<file path="src/rtl/mold_message_splitter_if.sv">
`default_nettype none
// ============================================================================
//  Module      : mold_message_splitter_if
//  Description : Bundles the packet-beat input channel and the ITCH message
//                byte output channel of the MoldUDP64 message splitter.
//                  dataIn/dataValid/dataReady/dataLast/lastBytes - beat channel
//                  counter      - beat index within the packet
//                  messageCount - decoded MoldUDP64 message count
//                  msgValid/msgReady/msgData/msgFirst/msgLast - byte stream
//                  truncErr     - packet ended inside a message block
//                Modport slave is the splitter's view; master is the view of
//                the surrounding environment (decoder upstream, parser
//                downstream).
//  Revision    : 1.0 - initial release
// ============================================================================
interface mold_message_splitter_if #(
    parameter int CNT_W = 8
);
    logic [63:0]      dataIn;
    logic             dataValid;
    logic             dataReady;
    logic             dataLast;
    logic [2:0]       lastBytes;
    logic [CNT_W-1:0] counter;
    logic [15:0]      messageCount;

    logic             msgValid;
    logic             msgReady;
    logic [7:0]       msgData;
    logic             msgFirst;
    logic             msgLast;
    logic             truncErr;

    modport slave (
        input  dataIn, dataValid, dataLast, lastBytes, counter, messageCount,
        input  msgReady,
        output dataReady,
        output msgValid, msgData, msgFirst, msgLast, truncErr
    );

    modport master (
        output dataIn, dataValid, dataLast, lastBytes, counter, messageCount,
        output msgReady,
        input  dataReady,
        input  msgValid, msgData, msgFirst, msgLast, truncErr
    );
endinterface
`default_nettype wire

</file>
<file path="src/rtl/mold_message_splitter.sv">
`default_nettype none
// ============================================================================
//  Module      : mold_message_splitter
//  Description : Walks the MoldUDP64 message blocks (2-byte big-endian length
//                followed by the body) that follow the packet header and
//                emits every ITCH message as a byte stream with first/last
//                framing. Narrows 8 bytes/beat to 1 byte/cycle and therefore
//                backpressures the beat channel.
//  Ports       : clk  - clock, rising edge
//                rst  - synchronous active-high reset
//                bus  - slave side of mold_message_splitter_if (beat channel
//                       in, message byte stream out, truncErr pulse)
//  Parameters  : PAYLOAD_START - beat index of the first payload beat
//                CNT_W         - width of the beat index
//  Revision    : 1.0 - initial release
// ============================================================================
module mold_message_splitter #(
    parameter int PAYLOAD_START = 8,
    parameter int CNT_W         = 8
) (
    input  logic                      clk,
    input  logic                      rst,
    mold_message_splitter_if.slave    bus
);

    localparam logic [CNT_W-1:0] c_PSTART    = CNT_W'(PAYLOAD_START);
    localparam logic [15:0]      c_MC_HBEAT  = 16'h0000;
    localparam logic [15:0]      c_MC_EOS    = 16'hFFFF;

    typedef enum logic [2:0] {
        ST_IDLE   = 3'd0,
        ST_LEN_HI = 3'd1,
        ST_LEN_LO = 3'd2,
        ST_BODY   = 3'd3,
        ST_DRAIN  = 3'd4
    } state_t;

    // ------------------------------------------------------------------------
    // Registers
    // ------------------------------------------------------------------------
    state_t      r_state;
    state_t      w_state_nxt;

    logic [63:0] r_hold_data;
    logic [3:0]  r_hold_cnt;     // valid bytes in the held beat, 1..8
    logic        r_hold_last;    // held beat is the packet's last beat
    logic        r_hold_valid;
    logic [2:0]  r_ptr;          // next byte of the held beat to process

    logic [15:0] r_msgs_left;
    logic [7:0]  r_len_hi;
    logic [15:0] r_remain;       // body bytes still owed for this message
    logic        r_first;

    // ------------------------------------------------------------------------
    // Combinational control
    // ------------------------------------------------------------------------
    logic [7:0]  w_byte;
    logic [15:0] w_len;
    logic        w_final_byte;
    logic        w_msg_valid;
    logic        w_consume;
    logic        w_hold_done;
    logic        w_pkt_done;
    logic        w_data_ready;
    logic        w_accept;
    logic        w_load;
    logic        w_first_payload;
    logic        w_msgs_dec;
    logic        w_trunc;
    logic [3:0]  w_beat_cnt;

    always_comb begin
        w_byte       = r_hold_data[{r_ptr, 3'b000} +: 8];
        w_len        = {r_len_hi, w_byte};
        w_final_byte = r_hold_valid && ({1'b0, r_ptr} == (r_hold_cnt - 4'd1));
        // msgValid depends on registers only, never on msgReady.
        w_msg_valid  = (r_state == ST_BODY) && r_hold_valid;

        w_consume = 1'b0;
        case (r_state)
            ST_LEN_HI: w_consume = r_hold_valid && (r_msgs_left != 16'd0);
            ST_LEN_LO: w_consume = r_hold_valid;
            ST_DRAIN:  w_consume = r_hold_valid;
            ST_BODY:   w_consume = w_msg_valid && bus.msgReady;
            default:   w_consume = 1'b0;
        endcase

        w_hold_done = w_consume && w_final_byte;
        w_pkt_done  = w_hold_done && r_hold_last;

        // Reload in the same cycle the last held byte leaves: no bubble.
        w_data_ready    = !rst && (!r_hold_valid || w_hold_done);
        w_accept        = bus.dataValid && w_data_ready;
        w_load          = w_accept && (bus.counter >= c_PSTART);
        w_first_payload = w_load && (bus.counter == c_PSTART);

        w_beat_cnt = 4'd8;
        if (bus.dataLast && (bus.lastBytes != 3'd0)) begin
            w_beat_cnt = {1'b0, bus.lastBytes};
        end
    end

    // Next-state logic
    always_comb begin
        w_state_nxt = r_state;
        w_msgs_dec  = 1'b0;

        case (r_state)
            ST_IDLE: begin
                if (w_load) begin
                    w_state_nxt = ST_LEN_HI;
                end
            end
            ST_LEN_HI: begin
                if (r_msgs_left == 16'd0) begin
                    w_state_nxt = ST_DRAIN;
                end else if (w_consume) begin
                    w_state_nxt = ST_LEN_LO;
                end
            end
            ST_LEN_LO: begin
                if (w_consume) begin
                    if (w_len == 16'd0) begin
                        w_msgs_dec  = 1'b1;
                        w_state_nxt = ST_LEN_HI;
                    end else begin
                        w_state_nxt = ST_BODY;
                    end
                end
            end
            ST_BODY: begin
                if (w_consume && (r_remain == 16'd1)) begin
                    w_msgs_dec  = 1'b1;
                    w_state_nxt = ST_LEN_HI;
                end
            end
            ST_DRAIN: begin
                w_state_nxt = ST_DRAIN;
            end
            default: begin
                w_state_nxt = ST_IDLE;
            end
        endcase

        // End of packet overrides everything; a payload beat loading in the
        // same cycle starts the next walk straight away.
        if (w_pkt_done) begin
            w_state_nxt = w_load ? ST_LEN_HI : ST_IDLE;
        end

        // Packet ended inside a block: after the high length byte, after a
        // non-zero length, or with body bytes still owed.
        w_trunc = w_pkt_done &&
                  ((r_state == ST_LEN_HI) ||
                   ((r_state == ST_LEN_LO) && (w_len != 16'd0)) ||
                   ((r_state == ST_BODY) && (r_remain > 16'd1)));
    end

    // ------------------------------------------------------------------------
    // State register
    // ------------------------------------------------------------------------
    always_ff @(posedge clk) begin
        if (rst) begin
            r_state <= ST_IDLE;
        end else begin
            r_state <= w_state_nxt;
        end
    end

    // ------------------------------------------------------------------------
    // Hold register and block-walk datapath
    // ------------------------------------------------------------------------
    always_ff @(posedge clk) begin
        if (rst) begin
            r_hold_data  <= 64'd0;
            r_hold_cnt   <= 4'd0;
            r_hold_last  <= 1'b0;
            r_hold_valid <= 1'b0;
            r_ptr        <= 3'd0;
            r_msgs_left  <= 16'd0;
            r_len_hi     <= 8'd0;
            r_remain     <= 16'd0;
            r_first      <= 1'b0;
        end else begin
            if (w_load) begin
                r_hold_data  <= bus.dataIn;
                r_hold_cnt   <= w_beat_cnt;
                r_hold_last  <= bus.dataLast;
                r_hold_valid <= 1'b1;
                r_ptr        <= 3'd0;
            end else if (w_hold_done) begin
                r_hold_valid <= 1'b0;
            end else if (w_consume) begin
                r_ptr <= r_ptr + 3'd1;
            end

            if ((r_state == ST_LEN_HI) && w_consume) begin
                r_len_hi <= w_byte;
            end

            if ((r_state == ST_LEN_LO) && w_consume) begin
                r_remain <= w_len;
                r_first  <= 1'b1;
            end

            if ((r_state == ST_BODY) && w_consume) begin
                r_remain <= r_remain - 16'd1;
                r_first  <= 1'b0;
            end

            // Heartbeat and end-of-session carry no message blocks.
            if (w_first_payload) begin
                if ((bus.messageCount == c_MC_HBEAT) || (bus.messageCount == c_MC_EOS)) begin
                    r_msgs_left <= 16'd0;
                end else begin
                    r_msgs_left <= bus.messageCount;
                end
            end else if (w_pkt_done) begin
                r_msgs_left <= 16'd0;
            end else if (w_msgs_dec) begin
                r_msgs_left <= r_msgs_left - 16'd1;
            end
        end
    end

    // ------------------------------------------------------------------------
    // Outputs
    // ------------------------------------------------------------------------
    assign bus.dataReady = w_data_ready;
    assign bus.msgValid  = w_msg_valid;
    assign bus.msgData   = w_msg_valid ? w_byte : 8'h00;
    assign bus.msgFirst  = w_msg_valid && r_first;
    // A truncated message still gets a closing byte on the packet's end.
    assign bus.msgLast   = w_msg_valid &&
                           ((r_remain == 16'd1) || (r_hold_last && w_final_byte));
    assign bus.truncErr  = w_trunc;

endmodule
`default_nettype wire

</file>
<file path="src/flat_wrapper.sv">
// flat-port wrapper written by rule: the top's interface ports become plain ports
module mold_message_splitter_flat 
#(
    parameter int PAYLOAD_START = 8,
    parameter int CNT_W         = 8
)
  (clk, rst, bus_dataIn, bus_dataValid, bus_dataLast, bus_lastBytes, bus_counter, bus_messageCount, bus_msgReady, bus_dataReady, bus_msgValid, bus_msgData, bus_msgFirst, bus_msgLast, bus_truncErr);
  mold_message_splitter_if #(.CNT_W(CNT_W)) bus_i ();
  input  logic clk;
  input  logic rst;
  input wire logic [$bits(bus_i.dataIn)-1:0] bus_dataIn;
  input wire logic [$bits(bus_i.dataValid)-1:0] bus_dataValid;
  input wire logic [$bits(bus_i.dataLast)-1:0] bus_dataLast;
  input wire logic [$bits(bus_i.lastBytes)-1:0] bus_lastBytes;
  input wire logic [$bits(bus_i.counter)-1:0] bus_counter;
  input wire logic [$bits(bus_i.messageCount)-1:0] bus_messageCount;
  input wire logic [$bits(bus_i.msgReady)-1:0] bus_msgReady;
  output wire logic [$bits(bus_i.dataReady)-1:0] bus_dataReady;
  output wire logic [$bits(bus_i.msgValid)-1:0] bus_msgValid;
  output wire logic [$bits(bus_i.msgData)-1:0] bus_msgData;
  output wire logic [$bits(bus_i.msgFirst)-1:0] bus_msgFirst;
  output wire logic [$bits(bus_i.msgLast)-1:0] bus_msgLast;
  output wire logic [$bits(bus_i.truncErr)-1:0] bus_truncErr;
  assign bus_i.dataIn = bus_dataIn;
  assign bus_i.dataValid = bus_dataValid;
  assign bus_i.dataLast = bus_dataLast;
  assign bus_i.lastBytes = bus_lastBytes;
  assign bus_i.counter = bus_counter;
  assign bus_i.messageCount = bus_messageCount;
  assign bus_i.msgReady = bus_msgReady;
  assign bus_dataReady = bus_i.dataReady;
  assign bus_msgValid = bus_i.msgValid;
  assign bus_msgData = bus_i.msgData;
  assign bus_msgFirst = bus_i.msgFirst;
  assign bus_msgLast = bus_i.msgLast;
  assign bus_truncErr = bus_i.truncErr;
  mold_message_splitter #(.PAYLOAD_START(PAYLOAD_START), .CNT_W(CNT_W)) u_core (.clk(clk), .rst(rst), .bus(bus_i));
endmodule
</file>
<file path="config.mk">
export PLATFORM = sky130hd
export DESIGN_NAME = mold_message_splitter_flat
export DESIGN_NICKNAME = d
export VERILOG_FILES = /design/src/rtl/mold_message_splitter_if.sv /design/src/rtl/mold_message_splitter.sv /design/src/flat_wrapper.sv
export SDC_FILE = /design/constraint.sdc
export NUM_CORES = 1
export LEC_CHECK = 0
export CORE_MARGIN = 4
export CORE_UTILIZATION = 31
export CTS_CLUSTER_DIAMETER = 50
export DETAILED_ROUTE_END_ITERATION = 7
export DONT_BUFFER_PORTS = 1
export HOLD_SLACK_MARGIN = 0.05
export MAX_ROUTING_LAYER = met4
export PLACE_DENSITY_LB_ADDON = 0.3
export SYNTH_ARGS = -nofsm -noshare
export SYNTH_HDL_FRONTEND = slang
export SYNTH_SLANG_ARGS = --single-unit
</file>
<file path="constraint.sdc">
create_clock -name clk -period 3.6 [get_ports clk]
set_clock_uncertainty 0.05 [all_clocks]
set_input_delay 0.72 -clock clk [delete_from_list [all_inputs] [get_ports clk]]
set_output_delay 0.72 -clock clk [all_outputs]
set_load 0.1 [all_outputs]
</file>
==> qor.yml, run 1 <==
ys_seq_area_frac: 0.372
overflow: 0
cp_num_buf_inv: 2
nFillCells: 2038
core_area_um2: 19700
final.setup.tns_ns: 0
cpLargestDelayFamily: "multiplexers"
wl_per_cell_um: 17.3
io_pins: 109
grt_max_degree: 115
synth_nets: 904
cts-buffers-inserted: 17
path_max_fanout: 6
place_congestion: 0.882
track_usage: 0.171
setup_ws_ns: 0.108
crit_arrival_ns: 2.72
post-synth-top-area-cell: "dfxtp_1"
synth.distinct_cells: 70
async_reset_ff_frac: 0
area_growth_pct: 18.7
netlist_area_um2: 6300
path_class: "reg2out"
clk_pin_slew_ns: 0.06
fin_nets: 903
synthFlopType: "dfxtp_1"
grt_pass1_vias: 5510
syn_inst: 802
clockPowerShare: 0.408
hpwl_um: 13300
cp-start-kind: "flop"
power.switching_mw: 1.38
ys_seq_elements: 117
dr.pass1.iters: 5
finalMaxSlewViolations: 0
rsz0062_at_grt: "false"
crit_chain: "buf_6, mux4_1, mux2i_1, or3b_1, nor2_2, nand2_1, nand3_2, a211oi_4, buf_12"
p_leak_nw: 2.66
slowest_stage: "mux4_1"
max_stage_delay_ns: 0.55
numPlacedInstances: 1045
switching_share: 0.320
post-route-period-util: 0.970
fin_cells: 1079
critPathRequiredTime_ns: 2.83
cts_num_sinks: 117
yosysWarnings: 0
drt-total-wl_um: 18700
end_kind: "output pin"
final_common_cell: "nand2_1"
antenna_found_initial: 0
setup-violations-final: 0
die_height_um: 151
p_int_mw: 2.93
tritoncts: "done"
relSlewSlack: 0.458
start_util: 0.319
diodes: 0
first_iter_violations: 445
fp.dieW_um: 151
synth_edf_count: 0
clockBufferDepth: 2
peakVddDrop_uv: 275
hold_viol_final: 0
grt_pass1_wl_um: 29400
status: "finished, final reports clean"
pre_cts_ws_ns: 0.173
ant_nets: 0
drcViolationCount: 0
vias: 5804
cts_max_level: 4
max_freq_mhz: 286
dieArea_um2: 22700
drive_gt1_frac: 0.135
worst_pin_slew_ns: 0.805
avgSynthCellArea_um2: 7.85
power_density_nw_per_um2: 577
clkLatencyLatePin_ns: 0.43
final_cell_mix: "180 x nand2_1, 113 x dfxtp_1, 97 x a21oi_1, 64 x nor2_1, 24 x buf_4"
viasPerCell: 5.38
period_minus_slack_ns: 3.49
synth_top_area_share: 0.372
final_util: 0.379
io_buffers: 0
pwr-share-comb: 0.242
cap_viol_max_count: 0
p_seq_frac: 0.351
whs_ns: 0.356
synthTopCellsByArea: "dfxtp_1 37%, nand2_1 11%, a21oi_1 7.8%, nor2_1 4.1%, mux4_2 3.9%"
ctsHoldBuffers: 0
hold_class: "in2reg"
row_count: 51
cts_root_buffer: "clkbuf_16"
==> repair_timing <==
item	in CTS	in global routing
cloned	0	0
pin swaps	1	3
setup buffers	0	2
endpoints found under the hold margin	0	0
endpoints found under the setup margin	1	2
gates resized for setup	3	15
==> routing by layer <==
metal  vias up  share of wire  wire length [µm]  global-route usage
met4         0          0.010               194              0.0448
met1      2754           0.46              8600               0.225
li1       2861              -                 -                   -
met3        18          0.051               948              0.0370
met2       171           0.48              8910               0.266
met5         -              0                 0                   -
==> power by group through the flow <==
stage / Sequential (mW) / Combinational, mW / Clock [mW]
after floorplan: 1.49 / 0.830 / 0
after global placement: 1.54 / 1.02 / 0
after detailed placement: 1.54 / 1.02 / 0
after CTS: 1.51 / 1.03 / 1.78
after global routing: 1.53 / 1.17 / 1.84
final: 1.51 / 1.04 / 1.76
==> final cells by class <==
class / instances / area (µm²) / area share
clock inverter: 13 / 170 / 0.0228
tap: 265 / 332 / 0.0444
clock buffer: 19 / 433 / 0.0579
timing repair buffer: 36 / 407 / 0.0544
inverter: 14 / 52.6 / 0.00703
multi-input combinational: 615 / 3730 / 0.499
sequential: 117 / 2350 / 0.314
==> cell usage after synthesis (6+ instances only) <==
master and count:
a211oi_1 16, a21oi_1 98, a22oi_1 12, and2_1 9, clkbuf_1 42, dfxtp_1 117
ha_1 6, inv_1 12, mux2i_1 7, mux4_1 6, mux4_2 11, nand2_1 180
nand3_1 20, nand4_1 8, nor2_1 68, nor3_1 19, nor3b_1 7, nor4_1 22
o21ai_0 20, o21ai_1 8, or4_1 7, xnor2_1 6, xor2_1 7
==> cells by family (layout without fill, tap and decap cells) <==
kind of cell               Yosys count  after routing  share of synthesized area
AOI/OAI and AO/OA                  192            192                      0.186
xor gates and xnor gates            13             13                     0.0181
adders and majority gates            6              6                     0.0119
buffers and inverters               70             82                     0.0487
DFF                                117            117                      0.372
muxes                               30             30                     0.0868
and+or+nand+nor                    374            374                      0.276
==> state kept, by name, indices dropped and copies added (netlist names) <==
name	count
u_core.r_msgs_left	16
u_core.r_hold_valid	1
u_core.r_hold_last	1
u_core.r_first	1
u_core.r_len_hi	8
u_core.r_hold_data	64
u_core.r_hold_cnt	4
u_core.r_state	3
u_core.r_ptr	3
u_core.r_remain	16
==> stage by stage <==
step / total power [mW] / cell area (µm²)
final: 4.31 / 7470
after detailed placement: 2.56 / 6790
after global placement: 2.55 / 6790
after CTS: 4.33 / 7400
after global routing: 4.54 / 7470
after floorplan: 2.32 / 6310
==> worst paths after layout <==
check             cells past startpoint  slack, ns                     end              startpoint
setup / recovery                      9       0.11            bus_truncErr         u_core.r_ptr[1]
hold / removal                        1       0.36  u_core.r_msgs_left[13]                     rst
setup reg to reg                      8       0.61   u_core.r_msgs_left[5]         u_core.r_ptr[1]
hold reg to reg                       2       0.40  u_core.r_hold_data[43]  u_core.r_hold_data[43]
Note: power is estimated with default switching activity, not from simulation.
==> run 2, diff against run 1 <==
--- a/config.mk
+++ b/config.mk
@@ -5,6 +5,7 @@
 export SDC_FILE = /design/constraint.sdc
 export NUM_CORES = 1
 export LEC_CHECK = 0
+export ABC_AREA = 1
 export CORE_MARGIN = 4
 export CORE_UTILIZATION = 31
 export CTS_CLUSTER_DIAMETER = 50
@@ -13,6 +14,7 @@
 export HOLD_SLACK_MARGIN = 0.05
 export MAX_ROUTING_LAYER = met4
 export PLACE_DENSITY_LB_ADDON = 0.3
+export SETUP_SLACK_MARGIN = 0.05
 export SYNTH_ARGS = -nofsm -noshare
 export SYNTH_HDL_FRONTEND = slang
 export SYNTH_SLANG_ARGS = --single-unit
==> qor.yml, run 2 <==
worst_pin_slew_ns: 0.676  # -0.129 ns
dr.pass1.iters: 4  # -1
viasPerCell: 4.86  # -9.6%
synth-compound-area-share: 0.208  # +0.0216
cp_num_cells: 12  # +3
grt.busiest_layer: "met2"
rr_worst_depth: 15  # +7
wl_per_cell_um: 14.5  # -16%
grtUsageMet3: 0.0419  # +0.00487
final.setup.tns_ns: 0  # unchanged
die_height_um: 151  # +0.56%
nFillCells: 2164  # +6.2%
synth_edf_count: 0  # unchanged
fin_nets: 1071  # +19%
max_stage_delay_ns: 0.40  # -0.15 ns
io_pins: 109  # unchanged
ys_seq_area_frac: 0.367  # -0.00438
yosys.cell_count.top_type: "nand2_1"
yosys-mux-area-fraction: 0  # -0.0868
clockBufferDepth: 2  # unchanged
setup-violations-final: 0  # unchanged
ys_top_cells_by_count: "235 x nand2_1, 124 x a21oi_1, 117 x dfxtp_1"
start_util: 0.315  # -0.00445
fp.dieW_um: 151  # +0.56%
hold_class: "in2reg"
synth_top_area_share: 0.367  # -0.00438
end_kind: "output pin"
cts_max_level: 4  # unchanged
tritoncts: "done"
path_class: "reg2out"
first_iter_violations: 375  # -16%
crit_chain: "clkinvlp_4, buf_4, a21oi_1, o21ai_0, nand2_1, nand2_1, nand2_1, nor2_1, nand3_1, nand2_1, a31oi_2, buf_12"
hpwl_um: 13200  # -1.2%
grt_pass1_wl_um: 29400  # -0.16%
synthFlopType: "dfxtp_1"
cts_root_buffer: "clkbuf_16"
diodes: 0  # unchanged
final_util: 0.370  # -0.00956
cts_num_sinks: 117  # unchanged
cap_viol_max_count: 0  # unchanged
synth_nets: 1077  # +19%
core_area_um2: 20200  # +2.6%
avgSynthCellArea_um2: 6.54  # -17%
min_path_cells: 1  # unchanged
drive_gt1_frac: 0.0988  # -0.0364
status: "finished, final reports clean"
synthTopCellsByArea: "dfxtp_1 37%, nand2_1 14%, a21oi_1 9.7%, o21ai_0 7.0%, nor2_1 6.1%"
grt_max_degree: 63  # -45%
syn_inst: 975  # +22%
clk_pin_slew_ns: 0.06  # about the same
track_usage: 0.169  # -0.00203
use_met2: 0.261  # -0.00548
yosys.area_share.simple: 0.291  # +0.0148
rsz0062_at_grt: "false"
cp_num_buf_inv: 3  # +1
place_congestion: 0.862  # -2.2%
final_common_cell: "nand2_1"
cts-buffers-inserted: 17  # unchanged
synth_top_family_by_area: "simple AND/OR/NAND/NOR gates"
finalMaxSlewViolations: 0  # unchanged
crit_arrival_ns: 2.56  # -0.16 ns
path_max_fanout: 16  # +10
cpMostUsedCell: "nand2_1"
p_leak_nw: 3.19  # +20%
clkLatencyLatePin_ns: 0.42  # about the same
row_count: 52  # +2.0%
async_reset_ff_frac: 0  # unchanged
overflow: 0  # unchanged
io_buffers: 0  # unchanged
critPathRequiredTime_ns: 2.83  # about the same
ant_nets: 0  # unchanged
relSlewSlack: 0.548  # +0.0899
final_cell_mix: "235 x nand2_1, 122 x a21oi_1, 116 x dfxtp_1, 95 x inv_1, 95 x nor2_1"
grt_pass1_vias: 5718  # +3.8%
drt-total-wl_um: 18100  # -2.7%
top_register: "u_core.r_hold_data"
period_minus_slack_ns: 3.33  # -0.158 ns
netlist_area_um2: 6370  # +1.2%
cp-start-kind: "flop"
post-route-period-util: 0.926  # -0.0438
top_regs: "u_core.r_hold_data (64), u_core.r_msgs_left (16), u_core.r_remain (16)"
whs_ns: 0.317  # -0.0391 ns
synthAdderAreaFrac: 0.0118  # -0.000140
hold_viol_final: 0  # unchanged
ys_seq_elements: 117  # unchanged
largest_reg_flops: 64  # unchanged
antenna_found_initial: 0  # unchanged
drcViolationCount: 0  # unchanged
max_freq_mhz: 300  # +4.7%
synth.distinct_cells: 43  # -39%
power_density_nw_per_um2: 484  # -16%
vias: 6087  # +4.9%
synthXorXnorAreaFrac: 0.0206  # +0.00254
cpLargestDelayFamily: "buffers and inverters"
yosysWarnings: 0  # unchanged
slowest_stage: "dfxtp_1"
peakVddDrop_uv: 304  # +10%
area_growth_pct: 17.3
post-synth-top-area-cell: "dfxtp_1"
dieArea_um2: 22900  # +1.1%
gr-usage-met1: 0.216  # -0.00862
[run 2: per-layer routing]
metal | up-vias | part of all wire
li1 | 3181 | -
met1 | 2750 | 0.46
met2 | 134 | 0.47
met3 | 22 | 0.058
met4 | 0 | 0.017
met5 | - | 0
[run 2: cell families (layout without fill, tap and decap cells)]
family	count (synthesis)	count (layout)
AOI/OAI and AO/OA	253	253
xor gates and xnor gates	15	15
adders and majority gates	6	6
buffers and inverters	154	161
DFF	117	117
and+or+nand+nor	430	430
[run 2: what timing repair did]
action                     CTS  global route
hold buffers                 0             0
setup endpoints to repair    0             1
hold endpoints to repair     0             0
buffers inserted             0             2
gates resized for setup      0             4
[run 2: worst reg2reg max path, stage by stage, from the launching register on]
cell	delay [ns]
dfxtp_1	0.31
inv_1	0.15
ha_1	0.17
nand2_1	0.05
nor2_1	0.13
nand2_1	0.14
nand3_2	0.18
nand2_4	0.12
nand2_1	0.22
inv_1	0.07
nand4_1	0.11
nand2_1	0.10
nor2_4	0.53
nand2_1	0.13
nand2_1	0.09
nor2_1	0.04
[run 2: area by class of cell]
class / instances / area [µm²] / share of cell area
multi-input combinational: 704 / 3470 / 0.464
sequential: 117 / 2340 / 0.313
clock buffer: 19 / 443 / 0.0592
inverter: 103 / 395 / 0.0529
timing repair buffer: 26 / 362 / 0.0484
tap: 270 / 338 / 0.0452
clock inverter: 13 / 125 / 0.0167
[run 2: worst paths after layout]
check                                       startpoint                endpoint  slack, ns
worst min register to register  u_core.r_hold_data[25]  u_core.r_hold_data[25]       0.41
worst max-delay path                   u_core.r_ptr[0]            bus_truncErr       0.27
worst max register to register   u_core.r_msgs_left[0]   u_core.r_msgs_left[6]       0.90
worst min-delay path                               rst  u_core.r_hold_data[53]       0.32
[run 2: per-stage QoR]
step	total power [mW]	cells	setup WS, ns	cell area [µm²]
global route	3.80	1252	0.0527	7480
global placement	2.00	1218	0.740	6880
floorplan	1.88	975	0.0285	6450
CTS	3.65	1250	0.261	7450
finish	3.62	1252	0.265	7480
detailed placement	2.01	1218	0.722	6880
[run 2: where the power goes]
part | leakage [nW] | switching [mW] | total, mW | internal (mW)
clock network | 0.274 | 0.659 | 1.63 | 0.975
registers | 0.954 | 0.0425 | 1.41 | 1.37
logic | 1.96 | 0.383 | 0.575 | 0.192
total | 3.19 | 1.08 | 3.62 | 2.53
==> run 3, diff against run 2 <==
==> constraint.sdc (replaced) <==
create_clock -name clk -period 3.6 [get_ports clk]
set_clock_uncertainty 0.05 [all_clocks]
set_input_delay 0.72 -clock clk [delete_from_list [all_inputs] [get_ports clk]]
set_output_delay 0.72 -clock clk [all_outputs]
set_load 0.02 [all_outputs]
==> qor.yml, run 3 (synthesis results as in run 2) <==
first_iter_violations: 353  # -5.9%
hold_class: "in2reg"
io_pins: 109  # unchanged
wl_per_cell_um: 14.5  # +0.38%
cts-buffers-inserted: 17  # unchanged
clk_pin_slew_ns: 0.06  # about the same
grt_pass1_wl_um: 29400  # about the same
final.setup.tns_ns: 0  # unchanged
tritoncts: "done"
core_area_um2: 20200  # unchanged
clockBufferDepth: 2  # unchanged
setup-violations-final: 0  # unchanged
place_congestion: 0.845  # -1.9%
vias: 6092  # +0.082%
post-route-period-util: 0.907  # -0.0192
die_height_um: 151  # unchanged
end_kind: "output pin"
cts_num_sinks: 117  # unchanged
overflow: 0  # unchanged
r2r_setup_slack_ns: 0.86  # -0.04 ns
final_common_cell: "nand2_1"
viasPerCell: 4.89  # +0.48%
top_register: "u_core.r_hold_data"
ant_nets: 0  # unchanged
track_usage: 0.168  # -0.000753
peakVddDrop_uv: 291  # -4.0%
cap_viol_max_count: 0  # unchanged
critPathRequiredTime_ns: 2.83  # about the same
grt_max_degree: 69  # +9.5%
status: "finished, final reports clean"
top_regs: "u_core.r_hold_data (64), u_core.r_msgs_left (16), u_core.r_remain (16)"
dieArea_um2: 22900  # unchanged
drcViolationCount: 0  # unchanged
largest_reg_flops: 64  # unchanged
dr.pass1.iters: 5  # +1
cts_max_level: 4  # unchanged
drive_gt1_frac: 0.0798  # -0.0189
p_leak_nw: 3.11  # -2.3%
fin_cells: 1247  # -0.40%
row_count: 52  # unchanged
relSlewSlack: 0.510  # -0.0379
worst_pin_slew_ns: 0.733  # +0.0567 ns
fp.dieW_um: 151  # unchanged
period_minus_slack_ns: 3.27  # -0.0691 ns
whs_ns: 0.341  # +0.0242 ns
fin_nets: 1066  # -0.47%
antenna_found_initial: 0  # unchanged
ctsHoldBuffers: 0  # unchanged
final_cell_mix: "235 x nand2_1, 124 x a21oi_1, 116 x dfxtp_1, 104 x nor2_1, 96 x inv_1"
hpwl_um: 13100  # -0.44%
io_buffers: 0  # unchanged
start_util: 0.315  # unchanged
cp-start-kind: "flop"
numPlacedInstances: 1213  # -0.41%
clkLatencyLatePin_ns: 0.42  # about the same
grt_pass1_vias: 5659  # -1.0%
max_freq_mhz: 306  # +2.1%
path_max_fanout: 19  # +3
cts_root_buffer: "clkbuf_16"
area_growth_pct: 12.9
path_class: "reg2out"
power_density_nw_per_um2: 497  # +2.7%
finalMaxSlewViolations: 0  # unchanged
diodes: 0  # unchanged
hold_viol_final: 0  # unchanged
crit_arrival_ns: 2.50  # -0.06 ns
final_util: 0.356  # -0.0139
rsz0062_at_grt: "false"
drt-total-wl_um: 18100  # about the same
run 3: changes by cell type in the layout (fill, tap and decap cells not counted), moves of 2 or more:
cell	before	now
clkinvlp_4	4	6
buf_4	12	20
clkinv_4	5	3
a21oi_1	122	124
nor2_4	11	3
nor2_1	95	104
clkinv_2	3	1
buf_12	13	1
run 3: per-stage QoR:
| stage | worst slack (ns) | cell area [µm²] | power [mW] |
|---|---|---|---|
| after CTS | 0.234 | 7180 | 3.61 |
| after global placement | 0.768 | 6610 | 1.98 |
| after floorplan | 0.999 | 6370 | 1.86 |
| after global routing | 0.0668 | 7200 | 3.76 |
| final | 0.335 | 7200 | 3.58 |
| after detailed placement | 0.703 | 6610 | 1.98 |
run 3: worst max-delay path, cell delays in order, from the launching register on:
cell and delay [ns]:
dfxtp_1 0.31, inv_1 0.41, buf_4 0.22, nand2_1 0.05, nand3_1 0.06, nand3_1 0.07
o21ai_1 0.20, nand2_1 0.09, nor2_1 0.14, nand3_1 0.13, nand2_1 0.11, a31oi_1 0.11
buf_4 0.18
run 3: path summary, 6_finish.rpt:
kind / start / to / cells after the start
worst max-delay path: u_core.r_ptr[0] / bus_truncErr / 12
worst min-delay path: rst / u_core.r_hold_data[53] / 1
worst max register to register: u_core.r_msgs_left[0] / u_core.r_msgs_left[1] / 15
worst min register to register: u_core.r_hold_data[35] / u_core.r_hold_data[35] / 2
run 3: timing repair:
| action | in CTS | in global routing |
|---|---|---|
| setup endpoints to repair | 0 | 1 |
| resized for setup | 0 | 2 |
| buffers inserted | 0 | 2 |
run 3: cell type report:
| type | instances | area, µm² |
|---|---|---|
| multi-input combinational | 704 | 3390 |
| fill | 2197 | 13000 |
| sequential | 117 | 2340 |
| clock buffer | 19 | 443 |
| inverter | 103 | 390 |
| timing repair buffer | 21 | 170 |
| clock inverter | 13 | 125 |
| tap | 270 | 338 |
run 3: routing by layer:
metal / vias up / wire length [µm] / part of all wire / GRT usage
met1: 2759 / 8790 / 0.48 / 0.225
met5: - / 0 / 0 / -
met2: 149 / 8110 / 0.45 / 0.255
met4: 0 / 206 / 0.011 / 0.0422
met3: 14 / 1040 / 0.057 / 0.0395
li1: 3170 / - / - / -
run 3: power breakdown:
part	leakage, nW	switching [mW]	internal [mW]
Clock	0.263	0.652	0.974
Sequential	0.954	0.0407	1.37
Combinational	1.90	0.361	0.183
